[src/rtl/alu_flag_unit.sv]
// alu_flag_unit: evaluates ALU condition flags, queues writeback/branch
// results in a 2-entry FIFO, and tracks signed overflow events.
module alu_flag_unit (
  input  logic        clk,
  input  logic        rst_n,
  input  logic        in_valid,
  output logic        in_ready,
  input  logic [15:0] alu_out,
  input  logic        alu_ofl,
  input  logic        alu_z,
  input  logic        alu_ltz,
  input  logic [2:0]  cond,
  input  logic        is_set,
  input  logic        is_branch,
  input  logic        chk_ofl,
  output logic        res_valid,
  input  logic        res_ready,
  output logic [15:0] res_data,
  output logic        br_taken,
  input  logic        clr_ofl,
  output logic        ofl_sticky,
  output logic [7:0]  ofl_count
);

  logic [15:0] mem_data [0:1];
  logic        mem_taken [0:1];
  logic        wr_ptr;
  logic        rd_ptr;
  logic [1:0]  count;

  logic        ct;
  logic        push;
  logic        pop;
  logic        ofl_event;
  logic [15:0] ent_data;
  logic        ent_taken;

  // Condition select over the ALU flags.
  always_comb begin
    ct = 1'b0;
    unique case (cond)
      3'b000: ct = alu_z;
      3'b001: ct = ~alu_z;
      3'b010: ct = alu_ltz;
      3'b011: ct = ~alu_ltz;
      3'b100: ct = alu_ltz | alu_z;
      3'b101: ct = alu_ofl;
      3'b110: ct = 1'b1;
      3'b111: ct = 1'b0;
    endcase
  end

  assign in_ready  = rst_n & (count != 2'd2);
  assign res_valid = (count != 2'd0);
  assign push      = in_valid & in_ready;
  assign pop       = res_valid & res_ready;
  assign ofl_event = push & chk_ofl & alu_ofl;

  assign ent_data  = is_set ? {15'b0, ct} : alu_out;
  assign ent_taken = is_branch & ct;

  assign res_data  = res_valid ? mem_data[rd_ptr] : 16'h0000;
  assign br_taken  = res_valid ? mem_taken[rd_ptr] : 1'b0;

  // FIFO pointers and occupancy; reset discards all entries.
  always_ff @(posedge clk) begin
    if (!rst_n) begin
      wr_ptr <= 1'b0;
      rd_ptr <= 1'b0;
      count  <= 2'd0;
    end else begin
      if (push) wr_ptr <= ~wr_ptr;
      if (pop)  rd_ptr <= ~rd_ptr;
      unique case ({push, pop})
        2'b10:   count <= count + 2'd1;
        2'b01:   count <= count - 2'd1;
        default: count <= count;
      endcase
    end
  end

  // FIFO storage, written on accept.
  always_ff @(posedge clk) begin
    if (!rst_n) begin
      mem_data[0]  <= 16'h0000;
      mem_data[1]  <= 16'h0000;
      mem_taken[0] <= 1'b0;
      mem_taken[1] <= 1'b0;
    end else if (push) begin
      mem_data[wr_ptr]  <= ent_data;
      mem_taken[wr_ptr] <= ent_taken;
    end
  end

  // Sticky overflow flag and saturating event counter.
  always_ff @(posedge clk) begin
    if (!rst_n) begin
      ofl_sticky <= 1'b0;
      ofl_count  <= 8'd0;
    end else if (clr_ofl) begin
      ofl_sticky <= ofl_event;
      ofl_count  <= ofl_event ? 8'd1 : 8'd0;
    end else if (ofl_event) begin
      ofl_sticky <= 1'b1;
      if (ofl_count != 8'hFF) ofl_count <= ofl_count + 8'd1;
    end
  end

endmodule

[config.mk]
export PLATFORM = sky130hd
export DESIGN_NAME = alu_flag_unit
export DESIGN_NICKNAME = d
export VERILOG_FILES = /design/src/rtl/alu_flag_unit.sv
export SDC_FILE = /design/constraint.sdc
export NUM_CORES = 1
export LEC_CHECK = 0
export BUFFER_PORTS_ARGS = -buffer_cell sky130_fd_sc_hd__buf_4
export CAP_MARGIN = 15
export CORE_MARGIN = 2
export CORE_UTILIZATION = 45
export CTS_CLUSTER_DIAMETER = 150
export CTS_CLUSTER_SIZE = 8
export DETAILED_ROUTE_END_ITERATION = 16
export PLACE_DENSITY_LB_ADDON = 0.05
export SYNTH_ARGS = -nofsm -noshare
export SYNTH_HDL_FRONTEND = slang
export SYNTH_SLANG_ARGS = --single-unit
[constraint.sdc]
create_clock -name clk -period 2.4 [get_ports clk]
set_input_delay 0.24 -clock clk [delete_from_list [all_inputs] [get_ports clk]]
set_output_delay 0.24 -clock clk [all_outputs]
set_load 0.02 [all_outputs]
# Word-level counts from Yosys, hierarchy flattened
# Memories as Yosys holds them, arrays and structs flattened. A register that Yosys moved wholly into a read port is not among the register bits.
# Index checks and enable logic that the tools add are counted.
# totals
regBits	13
memories	2
elab_cells	65
out_inout_bits	28
mem_bits_rw	34
inputBits	30
# mem_list
name	words	width	read_ports	rd_ports_with_merged_regs	wr	line_no	source
mem_data	2	16	1	1	2	25	logic [15:0] mem_data [0:1];
mem_taken	2	1	1	1	2	26	logic mem_taken [0:1];
# classes
eq_ne	11
bitwise_logic	11
muxes	25
add_sub_neg	3
reduce_logical	8
# op_table
operator	n
$mux W16	3
$mux W8	3
$mux W1	17
$reduce_or A16 Y1	1
$eq A3 B3 Y1 const B	4
$add A8 B1 Y8 const B	1
$ne A8 B8 Y1 const B	1
$pmux W1 S8	1
$reduce_bool A2 Y1	4
$and A1 B1 Y1	6
$eq A3 B2 Y1 const B	2
$not A1 Y1	4
$pmux W2 S2	1
$eq A3 B1 Y1 const B	1
$logic_not A3 Y1	1
$add A2 B1 Y2 const B	1
$eq A2 B1 Y1 const B	1
$eq A2 B2 Y1 const B	1
$ne A2 B2 Y1 const B	1
$reduce_and A2 Y1	1
$sub A2 B1 Y2 const B	1
$or A1 B1 Y1	1
$reduce_or A1 Y1	1

# Logic depth before layout (Yosys ltp)
# Gate-level depths: netlist of the first run.
# depth
ltp_word	8
mapped_depth	6
mapped_depth_nobuf	6

# Worst setup path after synthesis of the first run
# OpenSTA, ideal clock, no wires.
# synth_timing
path_kind	flip-flop to flip-flop
start	register count[0]
end	memory mem_data[1][0], enable pin
arrival_ps	1479
required_ps	2028
path_stages_with_launch	5
synth_period_minus_slack_ps	1850
setup_time_ps	372
path_buffers	1
slack_ps	550
path_cell_list	dfxtp_1 -> nand2b_2 -> nand4_1 -> clkbuf_1 -> nand2_1
# synth_lines
item	line_no	source
start: declaration	29	logic [1:0] count;
start signal: assignment	75	2'b10: count <= count + 2'd1;
start signal: assignment	76	2'b01: count <= count - 2'd1;
start signal: assignment	77	default: count <= count;
end: declaration	25	

==> metrics.md, run 1 <==
| Metric | Value |
|---|---|
| Yosys warning count | 0 |
| Number of sinks on the clock net | between 40 and 50 |
| Hold Crit Class | in2reg |
| Final count of pins violating max slew | 0 |
| Result of the run | complete, no violations |
| Setup repair after global routing missed its margin | false |
| Synth Area in Simple Gates | 0.2403 |
| Buffer cell driving the clock tree root | clkbuf_8 |
| Worst-path fanout max | 16 |
| Maximum count of clock buffers along a single path | 2 |
| Clock tree skew after final layout | 6.337 ps |
| HPWL after detailed placement | between 3000 and 4000 um |
| EDFF count, synth | 32 |
| Number of DRC markers in iteration 0 | 68 |
| Clock latency on the worst-skew pair | 290 ps |
| Worst setup slack after layout | 735.4 ps |
| Achievable Freq | 600.8 MHz |
| Clock edge transition at the registers on the reported setup and hold paths | 80 ps |
| CTS HTree Levels | 2 |
| Leakage power | 1.107 nW |
| Worst Hold Depth | 2 |
| Vertical extent of the die | about 75 um |
| Critical setup path kind | reg2reg |
| Post-Synth XOR/XNOR Area | 0.01163 |
| # port buffers | between 50 and 60 |
| Sequential fraction of the synthesis area | 0.5670 |
| Routed wirelength normalized by instance count | 12.56 um |
| Worst VDD drop | 0.6311 mV |
| Top delay family on crit path | simple AND/OR/NAND/NOR gates |
| Number of standard-cell rows in the floorplan | 25 |
| Width of the chip | 74.86 um |
| Vias per std cell | 5.020 |
| Post-Place Setup Slack | just over 700 ps |
| Pin count of the biggest net entering global routing | 20 |
| Area of the mapped netlist | 2260 um2 |
| Core Footprint | 4786 um2 |
| Sum of negative setup slack | 0 ps |
| CP Launch Type | flop |
| Synthesized netlist net count | 251 |
| Die ar. | 5604 um2 |
| Reg2Reg Depth | 3 |
| Synthesized-area fraction occupied by ao, oa, aoi and oai cells | 0.05592 |
| Number of inserted diodes | 0 |
| Buffers plus inverters on the worst setup path | 0 |
| # Post-CTS Setup Buffers | 0 |
| Remaining Overflow, GRT | 0 |
| Number of remaining DRC errors | 0 |
| Fraction of final layout cells sized beyond drive strength 1 | 0.2652 |
| Primary flip-flop cell chosen by synthesis mapping | edfxtp_1 |
| Synth Area per Inst | between 10 and 15 um2 |
| Kind of capture point of the worst setup path | flop |
| Number of hold-slack violations in the final timing report | 0 |
| Async set or reset register ratio after synthesis | 0 |
| Pre-Repair DR Iteration Count | 4 |
| Worst-path cell with the longest stage delay | nand2_1 |
| Slowest cell delay on critical path | 560 ps |
| Final setup violation count | 0 |
| Initial core utilization | 0.4722 |
| Hold_sp | clr_ofl |
| Final total power | 2.152 mW |
| Cts bufs inserted | 5 |
| Distinct cell type count of the synthesized netlist | 36 |
| ANT nets after route | 0 |
| Post-CTS resize count | 0 |
| Vias in the first global route | 1,537 |
| Endpoint of the lowest-slack register-to-register path | mem_data[0][6] |
| Global-route wire length before repair | 7134 um |
| Placer's final routability congestion estimate | 0.8465 |
| Portion of the clock cycle consumed by the worst path in the final layout | 0.6936 |
| Total number of vias | 1,737 |
| Setup slack of the worst register-to-register path | between 700 and 800 ps |
| Net count reported at finish | 310 |
| Main combinational cell family by area after synthesis | simple AND/OR/NAND/NOR gates |
| End point of the worst hold path | ofl_count[0] |
| CTS tree | yes |
| Worst r2r src | count[0] |
| Seq cells post-synth | 48 |
| CP Cell Sequence | nand2b_2, nand4b_1, nand2_1 |
| Rel. slew slack | 0.5247 |
| Power per cell area | 754.0 nW/um2 |
| Number of antenna violations at the first check in global routing | 0 |
| Data required time of the worst path | approximately 2300 ps |
| Worst Tran Pin Value | 711.2 ps |
| Max-Cap Viols | 0 |
| Io pins | 58 |
| Arithmetic-cell share of the synthesized area counting full adders, half adders and majority gates | 0.01107 |
| Arrival time of the worst setup path | 1590 ps |
| Share of cell area taken by muxes after synthesis | 0.08915 |
| Signed area change from the synthesized netlist to the final layout | 26.30% |
| Count of mapped cells out of synthesis | 219 |
| Minimum clock period after layout | roughly 1700 ps |
| Count of hold-fix buffers inserted at cts | 0 |
| GR Util All Layers | 0.1710 |
| WL final | 4347 um |
-- worst max path at each step --
stage / start / slack [ps] / cells past startpoint / to
2_1_floorplan: count[0] / 550 / 4 / mem_data[1][0]
3_3_place_gp: cond[1] / 750 / 5 / mem_data[0][0]
3_5_place_dp: count[0] / 730 / 3 / mem_data[0][15]
4_1_cts: count[0] / 720 / 3 / mem_data[0][6]
5_1_grt: count[0] / 610 / 3 / mem_data[0][6]
6_report: count[0] / 740 / 3 / mem_data[0][6]
-- flip-flops by register name (all words and copies together) (netlist names), named ones only --
register	count
mem_taken	2
ofl_sticky	1
ofl_count	8
count	2
rd_ptr	1
wr_ptr	1
mem_data	32
-- cells in the final DEF, fill, tap and decap left out --
master	netlist	final
o21a_1	2	2
nand3_2	1	1
and3_1	2	2
mux2_2	1	1
nand2b_2	1	1
o41ai_1	1	1
buf_4	0	61
and2_1	3	3
o31ai_1	2	2
xor2_1	2	2
a31oi_1	1	1
nand4_1	3	3
o311ai_0	1	1
nand2b_1	17	17
or3b_2	1	1
inv_1	5	5
clkbuf_1	6	2
nand4b_1	1	1
o32ai_1	1	1
nor3_1	1	1
nor2_1	54	54
or4_1	2	2
dfxtp_1	16	16
or2_2	3	3
nor4_1	2	2
ha_1	2	2
nand3_1	8	8
nand2_1	10	10
o21ai_0	5	5
edfxtp_1	32	32
or3_1	1	1
a21oi_1	6	6
nor2b_1	2	2
clkbuf_8	0	6
o221ai_1	1	1
xnor2_1	1	1
mux2i_1	19	19
-- cell type report --
| type | count | area (um2) |
|---|---|---|
| Sequential cell | 48 | 1281 |
| Multi-Input combinational cell | 157 | 922.1 |
| Tap cell | 67 | 83.83 |
| Clock buffer | 8 | 90.09 |
| Timing Repair Buffer | 61 | 457.9 |
| Fill cell | 436 | 1932 |
| Inverter | 5 | 18.77 |
-- kinds of logic after synthesis --
group / count (synthesis)
simple gates: 112
buf+inv: 14
mux: 20
xor+xnor: 3
flops: 48
compound gates: 20
fa+ha+maj: 2
-- worst reg2reg max path, cell delays in order, from the launching register on --
cell	delay, ps
dfxtp_1	390
nand2b_2	210
nand4b_1	140
nand2_1	560
-- power by group --
part	leakage, nW	internal (mW)	switching (mW)	total (mW)
registers	0.465	0.959	0.0306	0.990
clock network	0.0455	0.235	0.243	0.478
logic	0.596	0.293	0.391	0.684
-- routing by layer --
| metal | GRT usage | part of all wire |
|---|---|---|
| met3 | 0.04150 | 0.042 |
| met5 | 0 | 0 |
| met2 | 0.2846 | 0.48 |
| met1 | 0.2158 | 0.46 |
| met4 | 0.06548 | 0.016 |
-- synthesized netlist by cell type, types with 2 or more instances --
cell type / n / area, um2
nand2_1: 10 / 37.54
nand2b_1: 17 / 106.4
o31ai_1: 2 / 15.01
or2_2: 3 / 18.77
nor4_1: 2 / 12.51
nand3_1: 8 / 40.04
nor2_1: 54 / 202.7
ha_1: 2 / 25.02
inv_1: 5 / 18.77
xor2_1: 2 / 17.52
nand4_1: 3 / 18.77
clkbuf_1: 6 / 22.52
a21oi_1: 6 / 30.03
buf_2: 3 / 15.01
and2_1: 3 / 18.77
dfxtp_1: 16 / 320.3
o21ai_0: 5 / 25.02
mux2i_1: 19 / 190.2
or4_1: 2 / 15.01
nor2b_1: 2 / 12.51
and3_1: 2 / 12.51
edfxtp_1: 32 / 960.9
o21a_1: 2 / 15.01
-- per-stage QoR --
step	std cells	instance area (um2)	util	hold slack [ps]
floorplan	219	2260	-	357.2
global placement	338	2764	0.5775	437.3
detailed placement	338	2764	0.5775	437.4
CTS	346	2854	0.5963	156.6
global route	346	2854	0.5963	172.3
finish	346	2854	0.5963	165.4
Power figures use the tool's default switching activity.
==> run 2, diff against run 1 <==
--- a/config.mk
+++ b/config.mk
@@ -5,6 +5,7 @@
 export SDC_FILE = /design/constraint.sdc
 export NUM_CORES = 1
 export LEC_CHECK = 0
+export ABC_AREA = 1
 export BUFFER_PORTS_ARGS = -buffer_cell sky130_fd_sc_hd__buf_4
 export CAP_MARGIN = 15
 export CORE_MARGIN = 2
==> constraint.sdc (replaced) <==
create_clock -name clk -period 1.5 [get_ports clk]
set_input_delay 0.15 -clock clk [delete_from_list [all_inputs] [get_ports clk]]
set_output_delay 0.15 -clock clk [all_outputs]
set_load 0.02 [all_outputs]
==> run 2 against run 1 <==
  * Sequential power grew 63%
  * Sequential share of layout area decreased by 2.3 points
  * Clock-buffer cell count shrank 1
  * Core utilization increased by 0.37 points
  * Worst hold slack worse by 31 ps
  * Routed wire length is 17% higher
  * Synthesized cell count is 23% higher
  * Largest cell class unchanged
==> metrics.md, run 2 <==
| Metric | Value |
|---|---|
| Result of the run | complete, no violations |
| CTS tree | yes |
| Leakage power | 1.303 nW (+18%) |
| Worst VDD drop | 0.6535 mV (+3.5%) |
| Clock tree skew after final layout | 5.808 ps (-0.5295 ps) |
| Setup repair after global routing missed its margin | false |
| Max-Cap Viols | 0 (unchanged) |
| Number of inserted diodes | 0 (unchanged) |
| Vias in the first global route | 1,856 (+21%) |
| Sequential fraction of the synthesis area | 0.5502 (-0.01676) |
| Number of standard-cell rows in the floorplan | 26 (+4.0%) |
| Arrival time of the worst setup path | 1260 ps (-330 ps) |
| Placer's final routability congestion estimate | 0.8065 (-4.7%) |
| Post-layout utilization of the core | 0.6000 (+0.003660) |
| Count of hold-fix buffers inserted at cts | 0 (unchanged) |
| Leading cell type in the layout, fill and taps excluded | buf_4 |
| End point of the worst hold path | ofl_count[5] |
| Post-synth top cells | 61 x nand2_1, 34 x inv_1, 32 x edfxtp_1 |
| Hold Crit Class | in2reg |
| Buffer cell driving the clock tree root | clkbuf_8 |
| Count of mapped cells out of synthesis | 269 (+23%) |
| Cell area after placement | 2899 um2 (+4.9%) |
| EDFF count, synth | 32 (unchanged) |
| Number of sinks on the clock net | 48 (unchanged) |
| Ranking of synthesized cells by area | edfxtp_1 41%, dfxtp_1 14%, nand2_1 9.8% |
| Core Footprint | 5042 um2 (+5.4%) |
| GR Util All Layers | 0.1836 (+0.01264) |
| Final total power | 3.532 mW (+64%) |
| Number of antenna violations at the first check in global routing | 0 (unchanged) |
| Maximum count of clock buffers along a single path | 2 (unchanged) |
| Global-route wire length before repair | 8500 um (+19%) |
| # port buffers | 57 (unchanged) |
| Distinct cell type count of the synthesized netlist | 24 (-33%) |
| Pin count of the biggest net entering global routing | 33 (+65%) |
| Worst r2r src | count[1] |
| Clock latency on the worst-skew pair | 290 ps (about the same) |
| Post-route standard cell area excluding fillers | 3025 um2 (+6.0%) |
| Power per cell area | 1168 nW/um2 (+55%) |
| Routed wirelength normalized by instance count | 12.52 um (-0.32%) |
| Primary flip-flop cell chosen by synthesis mapping | edfxtp_1 |
| Io pins | 58 (unchanged) |
| Final setup violation count | 0 (unchanged) |
| Number of DRC markers in iteration 0 | 79 (+16%) |
| Top library cells by usage in the layout, fill and taps aside | 68 x buf_4, 59 x nand2_1, 34 x inv_1 |
| Rel. slew slack | 0.7263 (+0.2016) |
| Die ar. | 5766 um2 (+2.9%) |
| WL final | 5097 um (+17%) |
| CP Launch Type | flop |
| Synthesized netlist net count | 301 (+20%) |
| Worst Hold Depth | 4 (+2) |
| Worst-path fanout max | 17 (+1) |
| Data required time of the worst path | 1350 ps (-980 ps) |
| CTS HTree Levels | 2 (unchanged) |
| Area of the mapped netlist | 2328 um2 (+3.0%) |
| Worst Tran Pin Value | 409.0 ps (-302.2 ps) |
| Signed area change from the synthesized netlist to the final layout | 29.93% |
| Minimum clock period after layout | 1414 ps |
| Post-synthesis cell type with the largest combined area | edfxtp_1 |
| Yosys warning count | 0 (unchanged) |
| ANT nets after route | 0 (unchanged) |
| Number of remaining DRC errors | 0 (unchanged) |
| Seq cells post-synth | 48 (unchanged) |
| HPWL after detailed placement | 3468 um (+14%) |
| Width of the chip | 75.94 um (+1.4%) |
| Endpoint of the lowest-slack register-to-register path | count[1] |
| Total number of vias | 1,995 (+15%) |
| Kind of capture point of the worst setup path | output port |
| Initial core utilization | 0.4618 (-0.01037) |
| Fraction of final layout cells sized beyond drive strength 1 | 0.2878 (+0.02260) |
| Achievable Freq | roughly 710 MHz |
| Critical setup path kind | reg2out |
| Portion of the clock cycle consumed by the worst path in the final layout | 0.9428 |
| Final count of pins violating max slew | 0 (unchanged) |
| Async set or reset register ratio after synthesis | 0 (unchanged) |
| Top Registers | mem_data: 32 flops, ofl_count: 8 flops |
| Vertical extent of the die | 75.94 um (+1.4%) |
| Number of flip-flops under the largest register name | 32 (unchanged) |
| Clock edge transition at the registers on the reported setup and hold paths | 90 ps (about the same) |
| Synth Area per Inst | 8.656 um2 (-16%) |
| Register area | 1290 um2 (+0.68%) |
| Pre-Repair DR Iteration Count | 4 (unchanged) |
| Hold_sp | clr_ofl |
| Cts bufs inserted | 5 (unchanged) |
| Net count reported at finish | 368 (+19%) |
| Remaining Overflow, GRT | 0 (unchanged) |
| Vias per std cell | 4.902 (-2.4%) |
| Top cell type's share of synthesized area | 0.4127 (-0.01257) |
| Reg2Reg Depth | 10 (+7) |
| Area taken by multi-input logic gates | 900.9 um2 (-2.3%) |
| Most instantiated library cell after synthesis | nand2_1 |
| Setup slack of the worst register-to-register path | 140 ps (-600 ps) |
| Most flop-heavy register | mem_data |
| Filler Cells Inserted | 475 (+8.9%) |
| Number of hold-slack violations in the final timing report | 0 (unchanged) |
-- run 2: cell types whose count changed in the layout (fill, tap and decap cells not counted), sizes merged, moves of 3 or more --
| cell | previous run | this run |
|---|---|---|
| inv | 5 | 37 |
| buf | 61 | 69 |
| nand2 | 10 | 66 |
| and2 | 3 | 0 |
| or2 | 3 | 0 |
| nor2 | 54 | 14 |
| o21ai | 5 | 14 |
| nand2b | 18 | 0 |
| nor3 | 1 | 31 |
| mux2i | 19 | 0 |
| a21oi | 6 | 30 |
| nand3 | 9 | 14 |
-- run 2: cells by family (layout without fill, tap and decap cells) --
| kind of cell | after synthesis | after routing | share of synthesized area |
|---|---|---|---|
| XOR/XNOR | 2 | 2 | 0.007524 |
| AO/OA/AOI/OAI | 45 | 45 | 0.09780 |
| adder cells (fa/ha/maj) | 2 | 2 | 0.01075 |
| flip-flops | 48 | 48 | 0.5502 |
| buffers and inverters | 46 | 114 | 0.08167 |
| AND/OR/NAND/NOR | 126 | 126 | 0.2520 |
-- run 2: power by group --
part           internal [mW]  switching (mW)
registers               1.54          0.0702
clock network          0.325           0.396
logic                  0.463           0.737
-- run 2: stage by stage --
stage	hold WS, ps	setup slack [ps]	instances	TNS (ps)
after global routing	128.2	0.1570	407	0
after global placement	441.2	68.95	399	0
after CTS	123.7	8.471	407	0
after detailed placement	450.1	20.32	399	0
after floorplan	288.4	-82.87	269	-82.87
final	134.7	85.86	407	0
-- run 2: worst max-delay path, cell delays in order (launching register included) --
cell and delay [ps]:
dfxtp_4 390, nor2_4 40, buf_4 200, a21oi_1 180
buf_4 170
-- run 2: worst max path at each step --
stage	from	end	slack, ps	depth (start not counted)
after floorplan	count[0]	count[1]	-80	10
after global placement	ofl_count[1]	ofl_count[0]	70	7
after detailed placement	count[1]	count[1]	20	10
after CTS	count[0]	count[1]	8	9
after global routing	flop	res_data[5]	0.2	4
final	count[1]	res_data[12]	90	4
-- run 2: cell type report --
type	count	area share
Clock inverter	1	0.001241
Sequential cell	48	0.4264
Inverter	37	0.04673
Clock buffer	7	0.02523
Tap cell	70	0.02895
Multi-Input combinational cell	175	0.2978
Timing Repair Buffer	69	0.1737
-- run 2: repair_timing --
item,in CTS,in global routing
endpoints found under the setup margin,18,25
setup buffers,0,0
pin swaps,0,1
resized for setup,2,14
-- run 2: per-layer routing --
metal	wire length (um)	global-route usage	part of all wire	up-vias
li1	-	-	-	1024
met1	2438	0.2414	0.48	919
met2	2383	0.3054	0.47	47
met3	232	0.04524	0.046	5
met4	42	0.04909	0.0082	0
met5	0	0	0	-
